$ cat src/rtl/top_vector_gates.sv
// top_vector_gates
// Registered vector gate block. Each accepted a/b sample produces the
// bitwise OR, a single-bit "any bit set" flag and the inverted operands
// one cycle later. A saturating counter tracks how many accepted samples
// had at least one bit set. All outputs come straight from flops, so
// there is no combinational path from the inputs to the outputs.
module top_vector_gates #(
    parameter int W    = 3,
    parameter int CNTW = 8
) (
    input  logic              clk,
    input  logic              rst_n,
    input  logic              in_valid,
    input  logic [W-1:0]      a,
    input  logic [W-1:0]      b,
    output logic              out_valid,
    output logic [W-1:0]      out_or_bitwise,
    output logic              out_or_logical,
    output logic [2*W-1:0]    out_not,
    output logic [CNTW-1:0]   nz_count
);

    // Combined OR of the operands, shared by the bitwise and logical results.
    logic [W-1:0] or_vec;
    logic         any_set;

    assign or_vec  = a | b;
    assign any_set = |or_vec;

    // Results load only on accepted samples and hold otherwise. The reset
    // value of out_not is all ones because it is the inverse of zero operands.
    always_ff @(posedge clk or negedge rst_n) begin
        if (!rst_n) begin
            out_valid      <= 1'b0;
            out_or_bitwise <= '0;
            out_or_logical <= 1'b0;
            out_not        <= '1;
        end else begin
            out_valid <= in_valid;
            if (in_valid) begin
                out_or_bitwise <= or_vec;
                out_or_logical <= any_set;
                out_not        <= {~b, ~a};
            end
        end
    end

    // Count accepted non-zero samples, stopping at the all-ones value
    // so that the count never wraps back to a small number.
    always_ff @(posedge clk or negedge rst_n) begin
        if (!rst_n) begin
            nz_count <= '0;
        end else if (in_valid && any_set && (nz_count != {CNTW{1'b1}})) begin
            nz_count <= nz_count + CNTW'(1);
        end
    end

endmodule

$ cat config.mk
export PLATFORM = sky130hd
export DESIGN_NAME = top_vector_gates
export DESIGN_NICKNAME = d
export VERILOG_FILES = /design/src/rtl/top_vector_gates.sv
export SDC_FILE = /design/constraint.sdc
export NUM_CORES = 1
export LEC_CHECK = 0
export BUFFER_PORTS_ARGS = -buffer_cell sky130_fd_sc_hd__buf_2
export CAP_MARGIN = 20
export CORE_MARGIN = 1.5
export CORE_UTILIZATION = 40
export DETAILED_ROUTE_END_ITERATION = 10
export PLACE_DENSITY = 0.66
export SKIP_CTS_REPAIR_TIMING = 1
export SYNTH_ARGS = -nofsm -noshare
export SYNTH_HDL_FRONTEND = slang
export SYNTH_SLANG_ARGS = --single-unit
$ cat constraint.sdc
create_clock -name clk -period 5.2 [get_ports clk]
set_clock_uncertainty 0.2 [all_clocks]
set_input_delay 1.04 -clock clk [delete_from_list [all_inputs] [get_ports clk]]
set_output_delay 1.04 -clock clk [all_outputs]
set_load 0.05 [all_outputs]
* Word-level counts from Yosys, hierarchy flattened
Cells that the tools add are included.
** Cells by class
- Add/subtract/negate cells :: 1
- Reductions and logical operators :: 3
- Equal/unequal tests :: 1
- Bitwise gates (word level) :: 3
** Operator list (count)
- 8-bit by 1-bit adder with 8-bit output (second input constant) :: 1
- 8-bit != test (second input constant) :: 1
- 3-bit NOT :: 2
- 3-bit OR :: 1
- 3-bit OR reduction :: 1
- 1-bit logical AND :: 2
** Storage, ports and cells
- Input bits :: 9
- Logic and storage cells :: 13
- Bits in registers :: 19

* Longest topological paths before layout
Gate-level depths: netlist (run 1).
- Depth in word-level cells :: 4
- Depth in mapped cells :: 5

* Worst setup path before layout (run 1)
No wires, ideal clock.
- Kind :: input to register
- Start :: in b[2]
- End :: reg nz_count[7]
- Cell stages on the path :: 4
- Slack :: 3002 ps
- Setup time :: 128 ps
- Data required time :: 4872 ps
- Arrival time :: 1871 ps
- Buffers on the path :: 0
- Cells stage by stage :: nor2_1 -> a31o_4 -> nor3_1 -> mux2_1
** Between the ends
- Word-level cells in the longest chain between the ends :: 4
** RTL lines
- start: declaration :: line 15 : input logic [W-1:0] b,
- 3-bit OR :: line 27 : assign or_vec = a | b;
- 3-bit OR reduction :: line 28 : assign any_set = |or_vec;
- 1-bit logical AND (2 in series) :: line 53 : end else if (in_valid && any_set && (nz_count != {CNTW{1'b1}})) begin
- end signal: assignment :: line 54 : nz_count <= nz_count + CNTW'(1);
- end: declaration :: line 20 : output logic [CNTW-1:0] nz_count
No other way between the ends.
A chain may end at the register's enable or synchronous reset.

* Worst setup path after layout (run 1)
- Start :: reg out_not[5]
- End :: out out_not[5]
** RTL lines
- start: declaration :: line 19 : output logic [2*W-1:0] out_not,
- start signal: assignment :: line 43 : out_not <= {~b, ~a};
No word-level cell between the ends.

==> flow_metrics.tcl, run 1 <==
set metrics [dict create \
    r2r-end "nz_count[1]$_DFFE_PN0P_" \
    nets 116 \
    hold_violations 0 \
    leakage_nw 0.473 \
    hp-start "out_not[2]$_DFFE_PN1P_" \
    drive_above_1_share 0.390 \
    yosysSeqAreaShare 0.588 \
    crit_path_start_kind "register" \
    timing.rr.start "nz_count[0]$_DFFE_PN0P_" \
    synth.largest_area_cell "dfrtp_1" \
    ys_types 25 \
    ys_ff_latch 19 \
    clkSinkCount 19 \
    cts_buffers 3 \
    worstMarginPinSlew_ns 0.465 \
    maxSlewHeadroom 0.688 \
    synth_area_leaders "dfrtp_1 40%, dfstp_2 19%, a21oi_1 4.3%, nor2_1 4.1%, o21ai_0 3.7%" \
    crit_chain "buf_2" \
    cp-end-kind "output pin" \
    yosysWarningCount 0 \
    io_pins 28 \
    wire_per_inst_um 11.6 \
    antenna_found_initial 0 \
    finalHoldWorstSlack_ns 0.301 \
    vias 654 \
    htreeDepth 1 \
    drv_slew 0 \
    syn_inst 75 \
    avgSynthCellArea_um2 11.0 \
    grt_pass1_wl_mm 2.60 \
    rsz0062_at_grt "no" \
    place.gp.congestion 0.726 \
    cap_violations 0 \
    die_width_um 48.3 \
    r2r_slack_ns 3.30 \
    period_share 0.451 \
    area_delta_synth_final_pct 23.4 \
    crit_buf_inv 1 \
    critPathKind "reg -> out" \
    cp_max_fo 2 \
    synth_top_area_share 0.396 \
    timing.fmax_mhz 427 \
    hold_depth 2 \
    drc 0 \
    synth_fp_nets 85 \
    hold_path_end "out_not[2]$_DFFE_PN1P_" \
    peakVddDrop_v 0.000245 \
    hpwl_mm 1.15 \
    fin_cells 132 \
    drt_first_iter_violations 7 \
    fillCellCount 188 \
    antenna_left 0 \
    dieArea_mm2 0.00234 \
    grt_pass1_vias 596 \
    clock_latency_ns 0.30 \
    setup_viol_count_final 0 \
    clk_pin_slew_ns 0.11 \
    syn_area_um2 822 \
    wirelength_mm 1.53 \
    portBuffers 27 \
    core_area_mm2 0.00194 \
    tritoncts "built" \
    die-height_um 48.3 \
    worstPathRequired_ns 3.96 \
    grt_usage 0.141 \
    root_buffer "clkbuf_4" \
    gr-total-overflow 0 \
    power.density_mw_per_mm2 548 \
    arrival_ns 1.10 \
    rows 16 \
    viasPerCell 4.95 \
    period_minus_slack_ns 2.34 \
    max_stage_delay_ns 0.55 \
    start_util 0.423 \
    path_delay_family "flip-flops" \
    diodes 0 \
    status "completed" \
    dpl.cell_count 128 \
    worst-r2r-cell-count 5 \
    hold_class "reg -> reg" \
    grt_max_degree 20 \
    tns_ns 0 \
    cp_slowest_cell "dfstp_2" \
    cts.path.max_buffers 2 \
    firstDrtPassIters 4 \
]
==> stage by stage <==
step	total power [mW]	area [um2]	util	setup WS (ns)
6_report	0.556	1010	0.523	2.86
5_1_grt	0.588	1010	0.523	2.81
4_1_cts	0.562	1010	0.523	2.84
3_5_place_dp	0.488	987	0.508	2.75
3_3_place_gp	0.482	987	0.508	2.78
2_1_floorplan	0.424	822	-	3.00
==> synthesized netlist by cell type <==
library cell and n:
a21boi_0 1, a21o_1 1, a21oi_1 7, a31o_4 1, a31oi_1 2, and2b_1 1, and4_1 1, clkbuf_1 1
dfrtp_1 13, dfstp_2 6, ha_1 1, inv_1 2, inv_2 1, mux2_1 2, mux2i_1 2, nand2_1 8
nand3_1 2, nand4_1 2, nor2_1 9, nor2_2 1, nor3_1 1, nor4_1 1, nor4_4 1, o21ai_0 6
xor2_1 2
==> power breakdown <==
group	internal [mW]	total, mW	switching [mW]
Clock	0.0286	0.0744	0.0458
Sequential	0.187	0.228	0.0406
Combinational	0.0629	0.253	0.190
==> sequential cells by signal (all words and copies together), names as in the netlist <==
name	count
out_valid	1
out_not	6
out_or_bitwise	3
out_or_logical	1
nz_count	8
==> per-layer routing <==
layer	wire length [um]	track usage
met5	0	0
met4	0	0.0571
met3	102	0.0309
met2	718	0.215
met1	713	0.196
==> layout make-up <==
class                           count  area [um2]  area share
Tap cell                           27        33.8      0.0333
Inverter                            3        11.3      0.0111
Multi-Input combinational cell     52         324       0.319
Sequential cell                    19         483       0.476
Clock inverter                      1        5.00     0.00493
Clock buffer                        3        22.5      0.0222
Timing Repair Buffer               27         135       0.133
==> worst max-delay path by stage <==
stage,from,cells after the start,slack [ns],to
after global placement,in_valid,5,2.78,nz_count[7]$_DFFE_PN0P_
after CTS,out_not[4]$_DFFE_PN1P_,1,2.84,out_not[4]
after floorplan,b[2],4,3.00,nz_count[7]$_DFFE_PN0P_
after detailed placement,in_valid,5,2.75,nz_count[7]$_DFFE_PN0P_
final,out_not[5]$_DFFE_PN1P_,1,2.86,out_not[5]
after global routing,out_not[4]$_DFFE_PN1P_,1,2.81,out_not[4]
==> cells in the final DEF (no fill, tap or decap), types with 3 or more instances in the layout <==
master	netlist	layout
dfstp_2	6	6
o21ai_0	6	6
nor2_1	9	9
dfrtp_1	13	13
nand2_1	8	8
a21oi_1	7	7
clkbuf_4	0	3
buf_2	0	27
==> worst reg2reg max path: cells and delay by family (launching register included) <==
family,cells,cell delay (ns)
simple gates,3,0.55
mux,1,0.33
fa+ha+maj,1,0.26
flops,1,0.45
==> logic make-up after synthesis <==
logic type,share of synthesized area
compound gates,0.134
fa+ha+maj,0.0152
buf+inv,0.0183
simple gates,0.172
mux,0.0517
flops,0.588
xor+xnor,0.0213
No activity file was read; power rests on OpenSTA's default activity.
==> run 2, diff against run 1 <==
--- a/config.mk
+++ b/config.mk
@@ -10,7 +10,7 @@
 export CORE_MARGIN = 1.5
 export CORE_UTILIZATION = 40
 export DETAILED_ROUTE_END_ITERATION = 10
-export PLACE_DENSITY = 0.66
+export PLACE_DENSITY = 0.69
 export SKIP_CTS_REPAIR_TIMING = 1
 export SYNTH_ARGS = -nofsm -noshare
 export SYNTH_HDL_FRONTEND = slang
==> constraint.sdc (replaced) <==
create_clock -name clk -period 1.97 [get_ports clk]
set_clock_uncertainty 0.2 [all_clocks]
set_input_delay 0.394 -clock clk [delete_from_list [all_inputs] [get_ports clk]]
set_output_delay 0.394 -clock clk [all_outputs]
set_load 0.05 [all_outputs]
==> run 2 against run 1 <==
  * Sequential share of layout area decreased by 0.62 points
  * Clock-buffer cell count rose by 1
  * Core utilization increased by 0.97 points
  * Hold slack got worse by 0.24 ns
  * Critical path depth is 4 higher
  * Combinational power rose to 2.7 times the previous value
  * Register-to-register slack worse by 3.2 ns
  * Cell area is 1.8% higher
  * Via count is 2.4% higher
  * Die area did not move
  * Setup slack worse by 2.7 ns
  * Clock power grew to 2.6 times the previous value
==> flow_metrics.tcl, run 2 (same netlist as run 1, synthesis figures left out) <==
set metrics [dict create \
    layout_common_cells "27 x buf_2, 11 x dfrtp_1, 9 x nor2_1, 8 x nand2_1, 7 x a21oi_1" \
    dpl.cell_count 129 \
    status "completed" \
    grt_usage 0.158 \
    root_buffer "clkbuf_4" \
    hpwl_mm 1.22 \
    worstPathRequired_ns 1.95 \
    maxSlewHeadroom 0.678 \
    drv_slew 0 \
    fin_ws_ns 0.150 \
    antenna_found_initial 0 \
    die_width_um 48.3 \
    htreeDepth 1 \
    max_stage_delay_ns 0.45 \
    grt_max_degree 20 \
    crit_path_start_kind "register" \
    timing.fmax_mhz 549 \
    peakVddDrop_v 0.000770 \
    hp-start "b[1]" \
    tritoncts "built" \
    crit_buf_inv 0 \
    hold_class "in -> reg" \
    drt_first_iter_violations 10 \
    clock_latency_ns 0.30 \
    nets 118 \
    path_delay_family "simple AND/OR/NAND/NOR gates" \
    io_pins 28 \
    cp_slowest_cell "dfrtp_2" \
    firstDrtPassIters 4 \
    pre_cts_slack_ns 0.145 \
    leakage_nw 0.477 \
    area_delta_synth_final_pct 25.7 \
    r2r_slack_ns 0.15 \
    largest_register "nz_count" \
    tns_ns 0 \
    start_util 0.423 \
    drive_above_1_share 0.402 \
    period_share 0.924 \
    fin_cells 134 \
    dieArea_mm2 0.00234 \
    antenna_left 0 \
    grt_pass1_vias 671 \
    rsz0062_at_grt "no" \
    hold_violations 0 \
    clk_pin_slew_ns 0.10 \
    cp_max_fo 5 \
    diodes 0 \
    gr-total-overflow 0 \
    drc 0 \
    cts.path.max_buffers 2 \
    arrival_ns 1.80 \
    vias 670 \
    fillCellCount 187 \
    power.density_mw_per_mm2 1440 \
    clkSinkCount 19 \
    worst-r2r-cell-count 5 \
    multiInputGateArea_um2 324 \
    reg.largest.list "nz_count: 8 flops, out_not: 6 flops, out_or_bitwise: 3 flops" \
    layout_commonest_cell "buf_2" \
    r2r-end "nz_count[1]$_DFFE_PN0P_" \
    cp-end-kind "register" \
    portBuffers 27 \
    hold_depth 2 \
    die-height_um 48.3 \
    regArea_um2 485 \
    critPathKind "reg -> reg" \
    total_power_mw 1.49 \
    period_minus_slack_ns 1.82 \
    finalHoldWorstSlack_ns 0.0600 \
    grt_pass1_wl_mm 2.92 \
    setup_viol_count_final 0 \
    worstMarginPinSlew_ns 0.480 \
    rows 16 \
    wirelength_mm 1.62 \
    cts_buffers 3 \
    core_area_mm2 0.00194 \
    cap_violations 0 \
    viasPerCell 5.00 \
    place.gp.congestion 0.802 \
    timing.rr.start "nz_count[0]$_DFFE_PN0P_" \
    hold_path_end "out_not[4]$_DFFE_PN1P_" \
    crit_chain "ha_1 > nand3_1 > and2b_1 > nor2_2 > mux2_1" \
    largest_reg_flops 8 \
    wire_per_inst_um 12.1 \
]
run 2: routing by layer:
layer / global-route usage / vias to the layer above / share of wire / routed length [um]
li1: - / 331 / - / -
met1: 0.180 / 315 / 0.44 / 704
met2: 0.285 / 20 / 0.49 / 795
met3: 0.0278 / 4 / 0.052 / 84
met4: 0.0762 / 0 / 0.021 / 34
met5: 0 / - / 0 / 0
run 2: worst max-delay path by stage:
stage                                       start  cells past startpoint                      end
after floorplan           nz_count[0]$_DFFE_PN0P_                      5  nz_count[1]$_DFFE_PN0P_
after global placement                   in_valid                      5  nz_count[7]$_DFFE_PN0P_
after detailed placement                 in_valid                      5  nz_count[7]$_DFFE_PN0P_
after CTS                 nz_count[0]$_DFFE_PN0P_                      5  nz_count[1]$_DFFE_PN0P_
after global routing      nz_count[0]$_DFFE_PN0P_                      5  nz_count[1]$_DFFE_PN0P_
final                     nz_count[0]$_DFFE_PN0P_                      5  nz_count[1]$_DFFE_PN0P_
run 2: report_power, final:
| group | switching, mW | total [mW] | internal (mW) |
|---|---|---|---|
| combinational | 0.507 | 0.683 | 0.176 |
| sequential | 0.109 | 0.608 | 0.499 |
| clock | 0.117 | 0.196 | 0.0789 |
run 2: worst reg2reg max path: stages, from the launching register on:
cell and delay, ns:
dfrtp_2 0.45, ha_1 0.26, nand3_1 0.11, and2b_1 0.22
nor2_2 0.14, mux2_1 0.33
run 2: cell type report:
type / instances / area share
timing repair buffer: 29 / 0.148
inverter: 3 / 0.0109
sequential: 19 / 0.470
multi-input combinational: 52 / 0.314
tap: 27 / 0.0327
clock buffer: 4 / 0.0254
run 2: through the flow:
step	util	instance area [um2]
floorplan	-	825
global placement	0.514	997
detailed placement	0.514	997
CTS	0.527	1020
global route	0.532	1030
finish	0.532	1030
